--- src/rtl/pipe_hazard_ctrl_pkg.sv ---
// ============================================================================
// pipe_hazard_ctrl_pkg : opcodes, FSM states and forward-select encodings
// Rev 1.0
// ============================================================================
`default_nettype none

package pipe_hazard_ctrl_pkg;

  localparam int REG_W = 4;

  typedef enum logic [1:0] {
    OP_ADD  = 2'b00,
    OP_SUB  = 2'b01,
    OP_LOAD = 2'b10,
    OP_NOP  = 2'b11
  } opcode_e;

  typedef enum logic [2:0] {
    ST_RUN    = 3'd0,
    ST_LOAD   = 3'd1,
    ST_DRAIN  = 3'd2,
    ST_HALTED = 3'd3,
    ST_ERR    = 3'd4
  } state_e;

  typedef enum logic [1:0] {
    FWD_RF = 2'b00,
    FWD_EX = 2'b01,
    FWD_WB = 2'b10
  } fwd_e;

  function automatic logic op_writes(input logic [1:0] op);
    return op != OP_NOP;
  endfunction

endpackage

`default_nettype wire

--- src/rtl/pipe_hazard_ctrl_if.sv ---
// ============================================================================
// pipe_hazard_ctrl_if : ID-stage / data-memory / enable bundle of the controller
// Rev 1.0
// ============================================================================
`default_nettype none

interface pipe_hazard_ctrl_if
  import pipe_hazard_ctrl_pkg::*;
#(
  parameter int CNTW = 16
);
  logic             id_valid;
  logic [1:0]       id_opcode;
  logic [REG_W-1:0] id_rs1;
  logic [REG_W-1:0] id_rs2;
  logic [REG_W-1:0] id_rd;
  logic             halt_req;
  logic             dmem_ack;
  logic             pc_en;
  logic             if_id_en;
  logic             id_ex_en;
  logic             id_ex_bubble;
  logic [1:0]       fwd_a;
  logic [1:0]       fwd_b;
  logic             dmem_req;
  logic             load_done;
  logic             load_err;
  logic             halted;
  logic [CNTW-1:0]  stall_cnt;

  modport master (
    output id_valid, id_opcode, id_rs1, id_rs2, id_rd, halt_req, dmem_ack,
    input  pc_en, if_id_en, id_ex_en, id_ex_bubble, fwd_a, fwd_b,
    input  dmem_req, load_done, load_err, halted, stall_cnt
  );

  modport slave (
    input  id_valid, id_opcode, id_rs1, id_rs2, id_rd, halt_req, dmem_ack,
    output pc_en, if_id_en, id_ex_en, id_ex_bubble, fwd_a, fwd_b,
    output dmem_req, load_done, load_err, halted, stall_cnt
  );
endinterface

`default_nettype wire

--- src/rtl/hazard_fwd_sel.sv ---
// ============================================================================
// hazard_fwd_sel : operand bypass select for one source register, EX over WB
// Rev 1.0
// ============================================================================
`default_nettype none

module hazard_fwd_sel
  import pipe_hazard_ctrl_pkg::*;
(
  input  logic [REG_W-1:0] rs,
  input  logic             ex_v,
  input  logic             ex_wr,
  input  logic [REG_W-1:0] ex_rd,
  input  logic             wb_v,
  input  logic             wb_wr,
  input  logic [REG_W-1:0] wb_rd,
  output logic [1:0]       fwd
);
  always_comb begin
    fwd = FWD_RF;
    if (ex_v && ex_wr && (ex_rd == rs)) begin
      fwd = FWD_EX;
    end else if (wb_v && wb_wr && (wb_rd == rs)) begin
      fwd = FWD_WB;
    end
  end
endmodule

`default_nettype wire

--- src/rtl/pipe_hazard_ctrl.sv ---
// ============================================================================
// pipe_hazard_ctrl : stall, forwarding, load-wait and drain/halt control
// Rev 1.0
// ============================================================================
`default_nettype none

module pipe_hazard_ctrl
  import pipe_hazard_ctrl_pkg::*;
#(
  parameter int TIMEOUT = 16,
  parameter int CNTW    = 16
) (
  input  logic              clk,
  input  logic              reset,
  pipe_hazard_ctrl_if.slave bus
);
  localparam int WAIT_W = $clog2(TIMEOUT) + 1;

  state_e           state_q, state_d;
  logic             ret_drain_q, ret_drain_d;
  logic [WAIT_W-1:0] wait_q, wait_d;
  logic             load_err_q, load_err_d;
  logic [CNTW-1:0]  stall_q, stall_d;
  logic             ex_v_q, ex_v_d, ex_wr_q, ex_wr_d, ex_ld_q, ex_ld_d;
  logic [REG_W-1:0] ex_rd_q, ex_rd_d, wb_rd_q, wb_rd_d;
  logic             wb_v_q, wb_v_d, wb_wr_q, wb_wr_d;

  logic advance, load_ack, ack_to_drain, shift, draining, ex_take;

  always_comb begin
    advance      = (state_q == ST_RUN) || (state_q == ST_DRAIN);
    load_ack     = (state_q == ST_LOAD) && bus.dmem_ack;
    ack_to_drain = ret_drain_q || bus.halt_req;
    // A completing load moves the shadow pipe even though the enables stay low.
    shift        = advance || load_ack;
    draining     = (state_q == ST_DRAIN) || (load_ack && ack_to_drain);
    ex_take      = bus.id_valid && !draining && (bus.id_opcode != OP_NOP);
  end

  always_comb begin
    ex_v_d  = ex_v_q;
    ex_wr_d = ex_wr_q;
    ex_ld_d = ex_ld_q;
    ex_rd_d = ex_rd_q;
    wb_v_d  = wb_v_q;
    wb_wr_d = wb_wr_q;
    wb_rd_d = wb_rd_q;
    if (shift) begin
      ex_v_d  = ex_take;
      ex_wr_d = op_writes(bus.id_opcode);
      ex_ld_d = (bus.id_opcode == OP_LOAD);
      ex_rd_d = bus.id_rd;
      wb_v_d  = ex_v_q;
      wb_wr_d = ex_wr_q;
      wb_rd_d = ex_rd_q;
    end
  end

  always_comb begin
    state_d     = state_q;
    ret_drain_d = ret_drain_q;
    wait_d      = wait_q;
    load_err_d  = load_err_q;
    stall_d     = stall_q;
    case (state_q)
      ST_RUN: begin
        if (ex_v_q && ex_ld_q) begin
          state_d     = ST_LOAD;
          ret_drain_d = 1'b0;
          wait_d      = '0;
        end else if (bus.halt_req) begin
          state_d = ST_DRAIN;
        end
      end
      ST_LOAD: begin
        if (bus.dmem_ack) begin
          state_d = ack_to_drain ? ST_DRAIN : ST_RUN;
        end else if (wait_q == WAIT_W'(TIMEOUT - 1)) begin
          state_d    = ST_ERR;
          load_err_d = 1'b1;
        end else begin
          wait_d = wait_q + WAIT_W'(1);
        end
      end
      ST_DRAIN: begin
        if (ex_v_q && ex_ld_q) begin
          state_d     = ST_LOAD;
          ret_drain_d = 1'b1;
          wait_d      = '0;
        end else if (!bus.halt_req) begin
          state_d = ST_RUN;
        end else if (!ex_v_d && !wb_v_d) begin
          state_d = ST_HALTED;
        end
      end
      ST_HALTED: begin
        if (!bus.halt_req) state_d = ST_RUN;
      end
      ST_ERR:  state_d = ST_ERR;
      default: state_d = ST_RUN;
    endcase
    if (!advance && (stall_q != {CNTW{1'b1}})) begin
      stall_d = stall_q + CNTW'(1);
    end
  end

  always_ff @(posedge clk or posedge reset) begin
    if (reset) begin
      state_q     <= ST_RUN;
      ret_drain_q <= 1'b0;
      wait_q      <= '0;
      load_err_q  <= 1'b0;
      stall_q     <= '0;
      ex_v_q      <= 1'b0;
      ex_wr_q     <= 1'b0;
      ex_ld_q     <= 1'b0;
      ex_rd_q     <= '0;
      wb_v_q      <= 1'b0;
      wb_wr_q     <= 1'b0;
      wb_rd_q     <= '0;
    end else begin
      state_q     <= state_d;
      ret_drain_q <= ret_drain_d;
      wait_q      <= wait_d;
      load_err_q  <= load_err_d;
      stall_q     <= stall_d;
      ex_v_q      <= ex_v_d;
      ex_wr_q     <= ex_wr_d;
      ex_ld_q     <= ex_ld_d;
      ex_rd_q     <= ex_rd_d;
      wb_v_q      <= wb_v_d;
      wb_wr_q     <= wb_wr_d;
      wb_rd_q     <= wb_rd_d;
    end
  end

  assign bus.pc_en        = (state_q == ST_RUN);
  assign bus.if_id_en     = (state_q == ST_RUN);
  assign bus.id_ex_en     = advance;
  assign bus.id_ex_bubble = advance && (!bus.id_valid || (state_q == ST_DRAIN));
  assign bus.dmem_req     = (state_q == ST_LOAD);
  assign bus.load_done    = load_ack;
  assign bus.load_err     = load_err_q;
  assign bus.halted       = (state_q == ST_HALTED);
  assign bus.stall_cnt    = stall_q;

  hazard_fwd_sel u_fwd_a (
    .rs    (bus.id_rs1),
    .ex_v  (ex_v_q),
    .ex_wr (ex_wr_q),
    .ex_rd (ex_rd_q),
    .wb_v  (wb_v_q),
    .wb_wr (wb_wr_q),
    .wb_rd (wb_rd_q),
    .fwd   (bus.fwd_a)
  );

  hazard_fwd_sel u_fwd_b (
    .rs    (bus.id_rs2),
    .ex_v  (ex_v_q),
    .ex_wr (ex_wr_q),
    .ex_rd (ex_rd_q),
    .wb_v  (wb_v_q),
    .wb_wr (wb_wr_q),
    .wb_rd (wb_rd_q),
    .fwd   (bus.fwd_b)
  );
endmodule

`default_nettype wire

--- src/flat_wrapper.sv ---
// flat-port wrapper written by rule: the top's interface ports become plain ports
module pipe_hazard_ctrl_flat import pipe_hazard_ctrl_pkg::*;
#(
  parameter int TIMEOUT = 16,
  parameter int CNTW    = 16
)
  (clk, reset, bus_id_valid, bus_id_opcode, bus_id_rs1, bus_id_rs2, bus_id_rd, bus_halt_req, bus_dmem_ack, bus_pc_en, bus_if_id_en, bus_id_ex_en, bus_id_ex_bubble, bus_fwd_a, bus_fwd_b, bus_dmem_req, bus_load_done, bus_load_err, bus_halted, bus_stall_cnt);
  pipe_hazard_ctrl_if #(.CNTW(CNTW)) bus_i ();
  input  logic clk;
  input  logic reset;
  input wire logic [$bits(bus_i.id_valid)-1:0] bus_id_valid;
  input wire logic [$bits(bus_i.id_opcode)-1:0] bus_id_opcode;
  input wire logic [$bits(bus_i.id_rs1)-1:0] bus_id_rs1;
  input wire logic [$bits(bus_i.id_rs2)-1:0] bus_id_rs2;
  input wire logic [$bits(bus_i.id_rd)-1:0] bus_id_rd;
  input wire logic [$bits(bus_i.halt_req)-1:0] bus_halt_req;
  input wire logic [$bits(bus_i.dmem_ack)-1:0] bus_dmem_ack;
  output wire logic [$bits(bus_i.pc_en)-1:0] bus_pc_en;
  output wire logic [$bits(bus_i.if_id_en)-1:0] bus_if_id_en;
  output wire logic [$bits(bus_i.id_ex_en)-1:0] bus_id_ex_en;
  output wire logic [$bits(bus_i.id_ex_bubble)-1:0] bus_id_ex_bubble;
  output wire logic [$bits(bus_i.fwd_a)-1:0] bus_fwd_a;
  output wire logic [$bits(bus_i.fwd_b)-1:0] bus_fwd_b;
  output wire logic [$bits(bus_i.dmem_req)-1:0] bus_dmem_req;
  output wire logic [$bits(bus_i.load_done)-1:0] bus_load_done;
  output wire logic [$bits(bus_i.load_err)-1:0] bus_load_err;
  output wire logic [$bits(bus_i.halted)-1:0] bus_halted;
  output wire logic [$bits(bus_i.stall_cnt)-1:0] bus_stall_cnt;
  assign bus_i.id_valid = bus_id_valid;
  assign bus_i.id_opcode = bus_id_opcode;
  assign bus_i.id_rs1 = bus_id_rs1;
  assign bus_i.id_rs2 = bus_id_rs2;
  assign bus_i.id_rd = bus_id_rd;
  assign bus_i.halt_req = bus_halt_req;
  assign bus_i.dmem_ack = bus_dmem_ack;
  assign bus_pc_en = bus_i.pc_en;
  assign bus_if_id_en = bus_i.if_id_en;
  assign bus_id_ex_en = bus_i.id_ex_en;
  assign bus_id_ex_bubble = bus_i.id_ex_bubble;
  assign bus_fwd_a = bus_i.fwd_a;
  assign bus_fwd_b = bus_i.fwd_b;
  assign bus_dmem_req = bus_i.dmem_req;
  assign bus_load_done = bus_i.load_done;
  assign bus_load_err = bus_i.load_err;
  assign bus_halted = bus_i.halted;
  assign bus_stall_cnt = bus_i.stall_cnt;
  pipe_hazard_ctrl #(.TIMEOUT(TIMEOUT), .CNTW(CNTW)) u_core (.clk(clk), .reset(reset), .bus(bus_i));
endmodule
--- config.mk ---
export PLATFORM = sky130hd
export DESIGN_NAME = pipe_hazard_ctrl_flat
export DESIGN_NICKNAME = d
export VERILOG_FILES = /design/src/rtl/pipe_hazard_ctrl_pkg.sv /design/src/rtl/pipe_hazard_ctrl_if.sv /design/src/rtl/hazard_fwd_sel.sv /design/src/rtl/pipe_hazard_ctrl.sv /design/src/flat_wrapper.sv
export SDC_FILE = /design/constraint.sdc
export NUM_CORES = 1
export LEC_CHECK = 0
export BUFFER_PORTS_ARGS = -buffer_cell sky130_fd_sc_hd__buf_4
export CAP_MARGIN = 15
export CORE_MARGIN = 4
export CORE_UTILIZATION = 48
export CTS_CLUSTER_DIAMETER = 30
export DETAILED_ROUTE_END_ITERATION = 8
export GPL_TIMING_DRIVEN = 0
export PLACE_DENSITY = 0.82
export SLEW_MARGIN = 30
export SYNTH_ARGS = -nofsm -noshare
export SYNTH_HDL_FRONTEND = slang
export SYNTH_SLANG_ARGS = --single-unit
export TNS_END_PERCENT = 30
--- constraint.sdc ---
create_clock -name clk -period 2.2 [get_ports clk]
set_input_delay 0.22 -clock clk [delete_from_list [all_inputs] [get_ports clk]]
set_output_delay 0.22 -clock clk [all_outputs]
set_load 0.02 [all_outputs]
==> metrics.cfg, run 1 <==
[sta]
finClkSkew_ns=0.003529
relSlewSlack_pct=72.95
max_freq_mhz=537.8
rsz0062_at_grt=false
drv_slew=0
finalSetupTns_ns=0
whs_ns=0.1200
finalHoldViolations=0
tightest_slew_ns=0.4020
fin_crit_ns=1.859
finalSetupViolCount=0
min_period_over_period_pct=84.52

[final_layout]
postLayoutCoreUtil_pct=63.51
nets=274
drive_gt1_share_pct=30.43
syn2layout_area_growth_pct=25.24
n_antenna_cell=0

[critical_path]
cp_common_cell=nor4_1
startpoint_type=register
worst-path-buf-inv=1
worst-r2r-setup-slack_ns=0.49
endpoint=bus_fwd_b[1]
crit_cells=4
path_delay_family=simple AND/OR/NAND/NOR gates
path_class=register to output port
crit_fanout=4
slowest_delay_ns=0.43
crit_chain=xor2_1, nor4_1, nor4_1, buf_4
r2r_start=u_core.wait_q[0]
crit_slowest_cell=dfrtp_1
crit_path_start=u_core.ex_rd_q[2]
reg2regPathDepth=7
endpoint_kind=output port
r2r-end=u_core.wait_q[0]
crit_arrival_ns=1.64
crit_required_ns=1.98

[floorplanning]
die_w_microns=73.94
dieHeight_microns=73.94
start_util_pct=50.71
core_area_sq_mm=0.004115
ioPinCount=47
fp-row-count=23
dieArea_sq_mm=0.005467

[grt]
antenna_found_initial=0
grt_max_degree=24
grt_pass1_vias=1639
grt_overflow=0
grtUsageTotal_pct=17.58
grt_pass1_wl_mm=7.341

[power]
p_total_mw=2.652
powerDensity_mw_per_mm2=1015
ir_worst_vdd_mv=0.6646
p_leak_nw=1.212

[synthesis]
async_flop_share_pct=100.0
synth_seq_cells=39
yosysUniqueCellTypes=42
avgSynthCellArea_sq_um=10.59
synth_edf_count=0
synth_ff_type=dfrtp_1
synth_area_leaders=dfrtp_1, xnor2_1, xor2_1
yosysWarnings=0
synth_area_sq_mm=0.002087
yosysTopAreaCellShare_pct=46.76
synth-seq-area-share_pct=46.76
syn_inst=197
synthTopCellsByCount=dfrtp_1, xnor2_1, nand3_1, nand2_1, xor2_1
syn_nets=219
yosysTopAreaCell=dfrtp_1
yosysMostFrequentCell=dfrtp_1

[route]
drt-initial-drc-count=83
avgViaCountPerCell=5.353
ant_nets=0
drcViolationCount=0
wl_per_cell_microns=14.05
routed-via-count=1622
drt_pass1_iterations=4
routed_wirelength_mm=4.258

[hold_path]
min_from=bus_id_opcode[1]
holdPathStages=2
hold_path.class=input port to register

[flow_run]
cap_violations=0

[clock_tree]
cts_tree=done
post_cts_buffers=0
cts_buffer_depth=2
insertion_delay_ns=0.29
clk_pin_slew_ns=0.07
htree_num_levels=2
numCtsBuffers=5
cts_sinks=39
cts_root_buffer=clkbuf_8

[placed_design]
port_buffers=46
dp_hpwl_mm=3.202
finalWeightedCongestion=0.7812

[run_status]
status=finished, final reports clean

## layer usage
layer	track usage, %	wire, microns	vias to the layer above
li1	-	-	809
met4	8.249	91	0
met1	21.21	1847	776
met2	30.22	2158	30
met5	0	0	-
met3	3.378	161	7
## cell usage in the layout (no fill, tap or decap), types with 2 or more instances in the layout
cell type	count
mux2_2	8
nor4_1	4
buf_4	47
nor2_1	10
a31oi_1	4
xor2_1	11
o21ai_1	3
clkbuf_8	5
xnor2_1	17
dfrtp_1	39
a21oi_4	2
nor3_1	2
a21oi_1	5
nand2_1	12
nor2_2	2
buf_2	4
nor2b_1	3
buf_6	3
nand4_1	7
and2_1	2
mux2_1	3
ha_1	3
clkbuf_1	2
o211ai_1	3
inv_1	5
a21boi_0	2
o21ai_0	3
and3_1	7
nand3_1	16
## worst min path at each step
stage	to	slack, ns
6_report	u_core.ex_wr_q	0.12
5_1_grt	u_core.ex_wr_q	0.13
4_1_cts	u_core.ex_wr_q	0.11
3_5_place_dp	u_core.bus.stall_cnt[6]	0.23
3_3_place_gp	u_core.ex_wr_q	0.42
2_1_floorplan	u_core.ex_wr_q	0.32
## timing repair
item	CTS	global route
gates resized for setup	0	0
hold endpoints to repair	16	0
hold buffers	1	0
## layout make-up
class | instances | area [sq um]
Buffer | 8 | 61.31
Inverter | 6 | 22.52
Multi-Input combinational cell | 144 | 1027
Clock buffer | 7 | 76.32
Clock inverter | 1 | 5.005
Sequential cell | 39 | 975.9
Tap cell | 50 | 62.56
Fill cell | 353 | 1501
Timing Repair Buffer | 48 | 382.9
## metrics by stage
step | setup WS (ns) | cells | instance area [sq um]
after floorplan | 0.3165 | 197 | 2087
after global placement | 0.5248 | 293 | 2495
after detailed placement | 0.4986 | 294 | 2522
after CTS | 0.3675 | 303 | 2614
after global routing | 0.2547 | 303 | 2614
final | 0.3405 | 303 | 2614
## flip-flops by register name, indices dropped and copies added, names as in the netlist, 3 cells and up
name	flops
u_core.ex_rd_q	4
u_core.wait_q	5
u_core.wb_rd_q	4
u_core.bus.stall_cnt	16
u_core.state_q	3
## cells by family (layout without fill, tap and decap cells)
| kind of cell | after synthesis | after routing | share of synthesized area [%] |
|---|---|---|---|
| AOI/OAI and AO/OA | 29 | 29 | 10.13 |
| xor gates and xnor gates | 28 | 28 | 11.75 |
| adders and majority gates | 3 | 3 | 1.799 |
| buffers and inverters | 14 | 70 | 4.017 |
| DFF | 39 | 39 | 46.76 |
| muxes | 13 | 13 | 7.134 |
| and+or+nand+nor | 71 | 71 | 18.41 |
## report_power, final
group | switching (mW) | leakage, nW | internal [mW] | total [mW]
Combinational | 0.537 | 0.673 | 0.527 | 1.06
Sequential | 0.208 | 0.497 | 0.912 | 1.12
Clock | 0.245 | 0.0422 | 0.223 | 0.468
Total | 0.990 | 1.21 | 1.66 | 2.65
No activity file was read; power rests on OpenSTA's default activity.
==> run 2: changes to the inputs <==
- PLACE_DENSITY: 0.82 -> 0.85
- clock period: 2.2 -> 1.7 ns (I/O delays scaled with it)
==> metrics.cfg, run 2 (synthesis gave the netlist of run 1 again) <==
[sta]
finalSetupTns_ns=0  ; unchanged
finalHoldViolations=0  ; unchanged
whs_ns=0.06925  ; -0.05071 ns
worst_slack_ns=0.004999  ; -0.3355 ns
finalSetupViolCount=0  ; unchanged
fin_crit_ns=1.695
rsz0062_at_grt=true
tightest_slew_ns=0.3936  ; -0.008401 ns
drv_slew=0  ; unchanged
relSlewSlack_pct=73.72  ; +0.77 points
finClkSkew_ns=0.01298  ; +0.009447 ns
min_period_over_period_pct=99.71
max_freq_mhz=590.0

[critical_path]
path_class=register to output port
slowest_delay_ns=0.44  ; about the same
crit_slowest_cell=dfrtp_1
startpoint_type=register
crit_path_start=u_core.ex_rd_q[2]
endpoint=bus_fwd_b[1]
r2r-end=u_core.wb_rd_q[2]
worst-r2r-setup-slack_ns=0.08  ; -0.41 ns
crit_arrival_ns=1.53  ; -0.11 ns
crit_chain=xor2_1, nor4_4, nor4_2, buf_4
reg2regPathDepth=5  ; -2
crit_fanout=4  ; unchanged
r2r_start=u_core.state_q[1]
crit_required_ns=1.53  ; -0.45 ns
endpoint_kind=output port

[placed_design]
post-place-ws_ns=0.02969  ; -0.4689 ns
place_area_sq_mm=0.002529  ; +0.25%
finalWeightedCongestion=0.8136  ; +4.1%
port_buffers=46  ; unchanged
dp_hpwl_mm=3.228  ; +0.82%

[route]
drt-initial-drc-count=50  ; -40%
routed_wirelength_mm=4.372  ; +2.7%
drt_pass1_iterations=4  ; unchanged
routed-via-count=1682  ; +3.7%
wl_met2_mm=2.171  ; +0.60%
drcViolationCount=0  ; unchanged
highest_layer=met4
met1_length_mm=1.886  ; +2.1%
ant_nets=0  ; unchanged
avgViaCountPerCell=5.497  ; +2.7%
wl_met3_microns=225  ; +40%
wl_per_cell_microns=14.29  ; +1.7%

[power]
ir_worst_vdd_mv=0.6226  ; -6.3%
p_leak_nw=1.269  ; +4.7%
powerDensity_mw_per_mm2=1397  ; +38%

[clock_tree]
cts_root_buffer=clkbuf_8
cts_sinks=39  ; unchanged
cts_buffer_depth=2  ; unchanged
cts_tree=done
numCtsBuffers=5  ; unchanged
htree_num_levels=2  ; unchanged
clk_pin_slew_ns=0.08  ; about the same
insertion_delay_ns=0.29  ; about the same

[final_layout]
drive_gt1_share_pct=36.33  ; +5.9 points
largest_reg_flops=16  ; unchanged
layout_commonest_cell=buf_4
mostFrequentLayoutCells=buf_4, dfrtp_1, xnor2_1, nand3_1, nand2_1
syn2layout_area_growth_pct=33.21
n_antenna_cell=0  ; unchanged
nets=277  ; +1.1%
fin_area_sq_mm=0.002780  ; +6.4%

[grt]
antenna_found_initial=0  ; unchanged
grtUsageTotal_pct=16.90  ; -0.68 points
grt_pass1_wl_mm=7.293  ; -0.65%
grt_max_degree=24  ; unchanged
grt_pass1_vias=1652  ; +0.79%
grt_overflow=0  ; unchanged

[floorplanning]
ioPinCount=47  ; unchanged
die_w_microns=73.94  ; unchanged
start_util_pct=50.71  ; unchanged
dieHeight_microns=73.94  ; unchanged
dieArea_sq_mm=0.005467  ; unchanged
core_area_sq_mm=0.004115  ; unchanged
fp-row-count=23  ; unchanged

[flow_run]
cap_violations=0  ; unchanged

[run_status]
status=finished, final reports clean

[hold_path]
hold_path.class=input port to register

## run 2: worst min path at each step
stage               slack (ns)  cells past startpoint                  endpoint        startpoint
floorplan                 0.27                      1            u_core.ex_wr_q  bus_id_opcode[1]
detailed placement        0.18                      2  u_core.bus.stall_cnt[10]             reset
CTS                       0.06                      2            u_core.ex_wr_q  bus_id_opcode[1]
global placement          0.37                      2            u_core.ex_wr_q  bus_id_opcode[1]
finish                    0.07                      2            u_core.ex_wr_q  bus_id_opcode[1]
global route              0.07                      2            u_core.ex_wr_q  bus_id_opcode[1]
## run 2: metal layers
metal,track usage [%],up-vias
li1,-,813
met1,21.14,816
met2,28.54,45
met3,3.243,8
met4,7.243,0
met5,0,-
## run 2: final cells by class
| cell class | count | area [sq um] |
|---|---|---|
| Fill cell | 328 | 1335 |
| Multi-Input combinational cell | 144 | 1109 |
| Sequential cell | 39 | 977.2 |
| Timing Repair Buffer | 51 | 409.1 |
| Clock buffer | 5 | 68.82 |
| Clock inverter | 3 | 67.56 |
| Buffer | 8 | 63.81 |
| Tap cell | 50 | 62.56 |
| Inverter | 6 | 22.52 |
## run 2: through the flow
stage               power, mW  instances  util, %
finish                  3.885        306    67.56
global route            4.125        306    67.56
CTS                     3.819        304    65.83
detailed placement      2.863        294    61.45
global placement        2.811        293    60.78
floorplan               2.388        197        -
## run 2: repair_timing
item	4_1_cts	5_1_grt
endpoints found under the setup margin	4	16
buffers inserted	1	2
hold buffers	1	0
pin swaps	6	3
endpoints found under the hold margin	16	0
gates resized for setup	4	14
## run 2: critical path, delay by kind of cell, from the launching register on
| kind | cells | cell delay, ns |
|---|---|---|
| XOR/XNOR | 1 | 0.21 |
| buffers and inverters | 1 | 0.16 |
| flip-flops | 1 | 0.44 |
| AND/OR/NAND/NOR | 2 | 0.43 |
## run 2: power by group
part	switching (mW)	leakage (nW)	total [mW]	internal, mW
Clock	0.324	0.0644	0.909	0.585
Combinational	0.769	0.709	1.52	0.750
Sequential	0.275	0.496	1.46	1.18
Total	1.37	1.27	3.89	2.52
